<file path="config.mk">
export PLATFORM = sky130hd
export DESIGN_NAME = scan_sequencer
export DESIGN_NICKNAME = d
export VERILOG_FILES = /design/src/rtl/scan_seq_pkg.sv /design/src/rtl/scan_seq_crc8.sv /design/src/rtl/scan_sequencer.sv
export SDC_FILE = /design/constraint.sdc
export NUM_CORES = 1
export LEC_CHECK = 0
export CAP_MARGIN = 25
export CORE_ASPECT_RATIO = 0.5
export CORE_MARGIN = 2
export CORE_UTILIZATION = 55
export CTS_CLUSTER_SIZE = 30
export DETAILED_ROUTE_END_ITERATION = 6
export PLACE_DENSITY = 0.79
export SYNTH_ARGS = -nofsm -noshare
export SYNTH_HDL_FRONTEND = slang
export SYNTH_HIERARCHICAL = 1
export SYNTH_SLANG_ARGS = --single-unit
export TNS_END_PERCENT = 20
</file>
<file path="constraint.sdc">
create_clock -name clk -period 4.6 [get_ports clk]
set_clock_uncertainty 0.05 [all_clocks]
set_input_delay 0.69 -clock clk [delete_from_list [all_inputs] [get_ports clk]]
set_output_delay 0.69 -clock clk [all_outputs]
set_load 0.005 [all_outputs]
</file>
<file path="src/rtl/scan_seq_pkg.sv">
// Shared definitions for the scan-chain sequencer: command opcodes, FSM
// state encodings, the signature CRC polynomial and width helpers.
package scan_seq_pkg;

  typedef enum logic [1:0] {
    OP_SHIFT = 2'b00,
    OP_RUN   = 2'b01,
    OP_CLR   = 2'b10,
    OP_SIG   = 2'b11
  } op_e;

  typedef enum logic [1:0] {
    ST_IDLE  = 2'b00,
    ST_SHIFT = 2'b01,
    ST_RUN   = 2'b10,
    ST_RESP  = 2'b11
  } state_e;

  localparam logic [7:0] CRC_POLY = 8'h07;

  // Width needed to hold a chain position 0..chain_len.
  function automatic int ptr_width(input int chain_len);
    return $clog2(chain_len + 1);
  endfunction

  // Width needed to hold an index 0..n-1 (at least one bit).
  function automatic int idx_width(input int n);
    return (n <= 2) ? 1 : $clog2(n);
  endfunction

endpackage

</file>
<file path="src/rtl/scan_seq_crc8.sv">
// Bit-serial CRC-8 (poly 0x07) over captured scan bits. Only instantiated
// when SCAN_SEQ_SIGNATURE_EN is defined.
module scan_seq_crc8
  import scan_seq_pkg::*;
(
  input  logic       clk,
  input  logic       rst,
  input  logic       clr_i,
  input  logic       en_i,
  input  logic       bit_i,
  output logic [7:0] crc_o
);

  logic [7:0] crc_q;
  logic [7:0] crc_d;
  logic       fb;

  // Next CRC value for one incoming bit, MSB feedback form.
  always_comb begin
    fb    = crc_q[7] ^ bit_i;
    crc_d = {crc_q[6:0], 1'b0} ^ (fb ? CRC_POLY : 8'h00);
  end

  // Signature register; clear wins over an update in the same cycle.
  always_ff @(posedge clk) begin
    if (rst || clr_i) begin
      crc_q <= 8'h00;
    end else if (en_i) begin
      crc_q <= crc_d;
    end
  end

  assign crc_o = crc_q;

endmodule

</file>
<file path="src/rtl/scan_sequencer.sv">
// Scan-chain sequencer: turns host word commands into bit-serial scan
// shifts and bounded processor run bursts, returning one response word
// per command. Optional capture signature: define SCAN_SEQ_SIGNATURE_EN.
//
//   state    | meaning
//   ST_IDLE  | waiting for a command, cmd_ready high
//   ST_SHIFT | shifting k bits MSB-first, capturing scan_in
//   ST_RUN   | proc_en_out high, counting down the burst
//   ST_RESP  | rsp_valid high until the host takes the word
module scan_sequencer
  import scan_seq_pkg::*;
#(
  parameter  int CHAIN_LEN = 168,
  parameter  int WORD_W    = 8,
  parameter  int RUN_W     = 8,
  localparam int PTR_W     = ptr_width(CHAIN_LEN)
) (
  input  logic              clk,
  input  logic              rst,
  input  logic              cmd_valid,
  output logic              cmd_ready,
  input  logic [1:0]        cmd_op,
  input  logic [WORD_W-1:0] cmd_data,
  output logic              rsp_valid,
  input  logic              rsp_ready,
  output logic [WORD_W-1:0] rsp_data,
  output logic              scan_enable_out,
  output logic              scan_out,
  input  logic              scan_in,
  output logic              proc_en_out,
  output logic [PTR_W-1:0]  bit_ptr
);

  localparam int IDX_W = idx_width(WORD_W);

  state_e              state_q;
  logic                cmd_ready_q;
  logic                rsp_valid_q;
  logic [WORD_W-1:0]   rsp_data_q;
  logic                scan_en_q;
  logic                scan_out_q;
  logic                proc_en_q;
  logic [PTR_W-1:0]    bit_ptr_q;
  logic [WORD_W-1:0]   sh_q;
  logic [WORD_W-1:0]   cap_q;
  logic [IDX_W-1:0]    idx_q;
  logic [RUN_W-1:0]    run_q;

  logic [PTR_W-1:0]    bit_ptr_d;
  logic [WORD_W-1:0]   cap_d;
  logic [IDX_W-1:0]    k_m1_d;
  logic [RUN_W-1:0]    run_n;
  int                  rem;
  logic [7:0]          sig;
  logic [WORD_W-1:0]   sig_word;

  assign run_n = cmd_data[RUN_W-1:0];

  // Shift length for the next SHIFT (stored as k-1), next capture word and
  // next chain position; the position wraps to 0 on the last chain bit.
  always_comb begin
    rem       = CHAIN_LEN - int'(bit_ptr_q);
    k_m1_d    = (rem < WORD_W) ? IDX_W'(rem - 1) : IDX_W'(WORD_W - 1);
    cap_d     = (cap_q << 1) | WORD_W'(scan_in);
    bit_ptr_d = (bit_ptr_q == PTR_W'(CHAIN_LEN - 1)) ? '0 : bit_ptr_q + PTR_W'(1);
  end

`ifdef SCAN_SEQ_SIGNATURE_EN
  logic crc_clr;
  logic crc_en;

  assign crc_clr = (state_q == ST_IDLE) && cmd_valid && (cmd_op == OP_CLR);
  assign crc_en  = (state_q == ST_SHIFT);

  scan_seq_crc8 u_crc (
    .clk   (clk),
    .rst   (rst),
    .clr_i (crc_clr),
    .en_i  (crc_en),
    .bit_i (scan_in),
    .crc_o (sig)
  );
`else
  assign sig = 8'h00;
`endif

  // Zero-extend (or truncate for narrow hosts) the signature to a word.
  always_comb begin
    sig_word = '0;
    for (int i = 0; i < WORD_W && i < 8; i++) begin
      sig_word[i] = sig[i];
    end
  end

  // Main sequencer FSM; every output is a register updated here.
  always_ff @(posedge clk) begin
    if (rst) begin
      state_q     <= ST_IDLE;
      cmd_ready_q <= 1'b1;
      rsp_valid_q <= 1'b0;
      rsp_data_q  <= '0;
      scan_en_q   <= 1'b0;
      scan_out_q  <= 1'b0;
      proc_en_q   <= 1'b0;
      bit_ptr_q   <= '0;
      sh_q        <= '0;
      cap_q       <= '0;
      idx_q       <= '0;
      run_q       <= '0;
    end else begin
      case (state_q)
        ST_IDLE: begin
          if (cmd_valid) begin
            cmd_ready_q <= 1'b0;
            sh_q        <= cmd_data;
            case (cmd_op)
              OP_SHIFT: begin
                cap_q      <= '0;
                idx_q      <= k_m1_d;
                scan_out_q <= cmd_data[k_m1_d];
                scan_en_q  <= 1'b1;
                state_q    <= ST_SHIFT;
              end
              OP_RUN: begin
                if (run_n == '0) begin
                  rsp_data_q  <= '0;
                  rsp_valid_q <= 1'b1;
                  state_q     <= ST_RESP;
                end else begin
                  run_q     <= run_n - RUN_W'(1);
                  proc_en_q <= 1'b1;
                  state_q   <= ST_RUN;
                end
              end
              OP_CLR: begin
                bit_ptr_q   <= '0;
                rsp_data_q  <= '0;
                rsp_valid_q <= 1'b1;
                state_q     <= ST_RESP;
              end
              default: begin
                rsp_data_q  <= sig_word;
                rsp_valid_q <= 1'b1;
                state_q     <= ST_RESP;
              end
            endcase
          end
        end
        ST_SHIFT: begin
          cap_q     <= cap_d;
          bit_ptr_q <= bit_ptr_d;
          if (idx_q == '0) begin
            scan_en_q   <= 1'b0;
            scan_out_q  <= 1'b0;
            rsp_data_q  <= cap_d;
            rsp_valid_q <= 1'b1;
            state_q     <= ST_RESP;
          end else begin
            idx_q      <= idx_q - IDX_W'(1);
            scan_out_q <= sh_q[idx_q - IDX_W'(1)];
          end
        end
        ST_RUN: begin
          if (run_q == '0) begin
            proc_en_q   <= 1'b0;
            rsp_data_q  <= WORD_W'(sh_q[RUN_W-1:0]);
            rsp_valid_q <= 1'b1;
            state_q     <= ST_RESP;
          end else begin
            run_q <= run_q - RUN_W'(1);
          end
        end
        ST_RESP: begin
          if (rsp_ready) begin
            rsp_valid_q <= 1'b0;
            cmd_ready_q <= 1'b1;
            state_q     <= ST_IDLE;
          end
        end
        default: begin
          state_q     <= ST_IDLE;
          cmd_ready_q <= 1'b1;
          rsp_valid_q <= 1'b0;
          scan_en_q   <= 1'b0;
          proc_en_q   <= 1'b0;
        end
      endcase
    end
  end

  assign cmd_ready       = cmd_ready_q;
  assign rsp_valid       = rsp_valid_q;
  assign rsp_data        = rsp_data_q;
  assign scan_enable_out = scan_en_q;
  assign scan_out        = scan_out_q;
  assign proc_en_out     = proc_en_q;
  assign bit_ptr         = bit_ptr_q;

endmodule
</file>
==> flow_summary.json <==
{
  "seq_power_share_pct": 35.1,
  "relSlewSlack_pct": 43.74,
  "switchingPower_uw": 650.8,
  "switching_share_pct": 40.59,
  "fmax_mhz": 357.0,
  "synth_top_area_cell": "dfxtp_1",
  "numCtsBuffers": 5,
  "grt_overflow": 0,
  "core_mm2": 0.004977,
  "start_util_pct": 57.57,
  "postCtsHoldBufs": 0,
  "drt_iter0_markers": 238,
  "synth_nets": 387,
  "drtAntennaViolNets": 0,
  "nets": 408,
  "post-route-period-util_pct": 60.90,
  "clock_power_share_pct": 20.8,
  "fin_tns_setup_ns": 0,
  "multi_input_area_mm2": 0.001742,
  "p_int_uw": 952.5,
  "synth-async-reset-ratio_pct": 0,
  "setup_slack_ns": 1.799,
  "synth.ff_latch_count": 49,
  "finalPower_mw": 1.603,
  "seq_area_um2": 980.9,
  "first_pass_iters": 5,
  "period_minus_slack_ns": 2.801,
  "cts_setup_buffers": 0,
  "clock_path_buffers": 2,
  "syn_area_per_cell_um2": 7.893,
  "netlist_top_cells_count": "dfxtp_1 (49), nand2_1 (44), a21oi_1 (40), nor2_1 (40), o21ai_0 (18)",
  "cts_root_buf": "clkbuf_8",
  "clk_pin_slew_worst_paths_ns": 0.09,
  "max_slew.worst_pin.slew_ns": 0.8439,
  "yosysSeqAreaShare_pct": 34.24,
  "pin_count": 36,
  "ir_drop_mv": 0.2314,
  "grt_max_degree": 36,
  "clkLatencyLatePin_ns": 0.31,
  "finalSetupViolCount": 0,
  "htree_levels": 2,
  "yosysTopAreaCellShare_pct": 34.24,
  "layout-drive-gt1-share_pct": 6.234,
  "dpl.hpwl_um": 5538,
  "io_buffer_count": 35,
  "place_congestion": 0.8964,
  "die_h_um": 55.04,
  "diodes": 0,
  "pre_cts_slack_ns": 1.564,
  "vias": 2801,
  "grt_pass1_vias": 2395,
  "routed_via_density": 6.156,
  "grt_pass1_wl_um": 11880,
  "crit_type": "input pin to register",
  "die_w_um": 106.1,
  "power.leakage_nw": 1.155,
  "maxSlewViolCount": 0,
  "rsz0062_at_grt": "false",
  "yosysMostFrequentCell": "dfxtp_1",
  "area_growth_syn_to_layout_pct": 16.72,
  "synthTopCellsByArea": "dfxtp_1 (34%), a21oi_1 (7.0%), nand2_1 (5.8%)",
  "hp-class": "register to register",
  "synth_cells": 363,
  "yosysWarnings": 6,
  "synth_ff_type": "dfxtp_1",
  "cp_data_arrival_time_ns": 2.92,
  "wire_per_inst_um": 16.37,
  "grt_antenna_before_repair": 0,
  "path_max_fanout": 11,
  "track_usage_pct": 26.62,
  "setup.worst_path.start_class": "input pin",
  "worst_ep_required_time_ns": 4.72,
  "cts_resized": 0,
  "die_area_mm2": 0.005838,
  "synth_edf_count": 0,
  "nFillCells": 413,
  "syn_area_mm2": 0.002865,
  "outcome": "complete, no violations",
  "maxCapViolations": 0,
  "synth_cell_types": 55,
  "cp-end-kind": "register",
  "rows": 18,
  "comb_power_share_pct": 44.1,
  "post-route-drc-count": 0,
  "power_density_mw_per_mm2": 479.4,
  "tritoncts": "yes",
  "cts_sinks": 49,
  "hold_viol_final": 0,
  "wirelength_um": 7448
}
==> layer usage <==
layer	share of wire, %	wire [um]	vias up	GRT usage [%]
li1	-	-	1338	-
met1	46	3409	1332	35.37
met2	45	3388	125	44.62
met3	8.2	609	6	7.260
met4	0.55	41	0	5.702
met5	0	0	-	0
==> power by group through the flow <==
stage | Combinational, mW | Clock, mW | Sequential [mW]
2_1_floorplan | 0.543 | 0 | 0.544
3_3_place_gp | 0.670 | 0 | 0.565
3_5_place_dp | 0.690 | 0 | 0.570
4_1_cts | 0.693 | 0.334 | 0.561
5_1_grt | 0.775 | 0.350 | 0.573
6_report | 0.706 | 0.334 | 0.563
==> area by class of cell <==
type	instances	area share, %
Multi-Input combinational cell	278	52.08
Timing Repair Buffer	37	10.92
Inverter	13	1.459
Clock buffer	6	2.469
Sequential cell	49	29.33
Clock inverter	2	1.122
Tap cell	70	2.619
==> final timing paths <==
path	slack, ns	end	cells after the start	from
setup / recovery	1.80	idx_q[0]	6	cmd_op[1]
hold / removal	0.44	sh_q[4]	2	sh_q[4]
setup reg to reg	1.88	idx_q[0]	7	state_q[0]
hold reg to reg	0.44	sh_q[4]	2	sh_q[4]
==> registers in the layout, indices dropped and copies added (netlist names) <==
register,count
scan_out,1
sh_q,8
rsp_data,8
idx_q,3
scan_enable_out,1
bit_ptr,8
cmd_ready,1
proc_en_out,1
state_q,2
cap_q,7
rsp_valid,1
run_q,8
==> cell families after synthesis <==
| group | after synthesis | synth area share, % |
|---|---|---|
| flip-flops | 49 | 34.24 |
| adder cells (fa/ha/maj) | 9 | 3.930 |
| multiplexers | 14 | 6.201 |
| XOR/XNOR | 10 | 3.057 |
| buffers and inverters | 36 | 4.978 |
| AO/OA/AOI/OAI | 102 | 23.19 |
| AND/OR/NAND/NOR | 143 | 24.41 |
==> stage by stage <==
stage               utilization [%]  instance area (um2)  hold slack, ns  instances
CTS                           67.19                 3344          0.4328        455
floorplan                         -                 2865          0.3823        363
global route                  67.19                 3344          0.4458        455
global placement              64.78                 3224          0.3999        447
detailed placement            64.78                 3224          0.4179        447
finish                        67.19                 3344          0.4360        455
==> cell usage in the layout (no fill, tap or decap), types with 5 or more instances in the layout <==
master	n
mux2i_1	11
clkdlybuf4s50_1	35
inv_1	12
xnor2_1	5
a211oi_1	7
nor2_1	40
nand4_1	6
nand2_1	44
nand3_1	11
a22oi_1	8
nor3b_1	8
clkbuf_8	6
nor3_1	10
nand2b_1	5
xor2_1	5
dfxtp_1	49
ha_1	9
o21ai_0	18
a21oi_1	40
==> critical path, stage by stage <==
cell and delay, ns:
clkdlybuf4s50_1 0.51, nor3b_1 0.66, a21oi_1 0.44, a21oi_1 0.29
a2bb2oi_1 0.23, a21oi_1 0.09
Note: power is estimated with default switching activity, not from simulation.
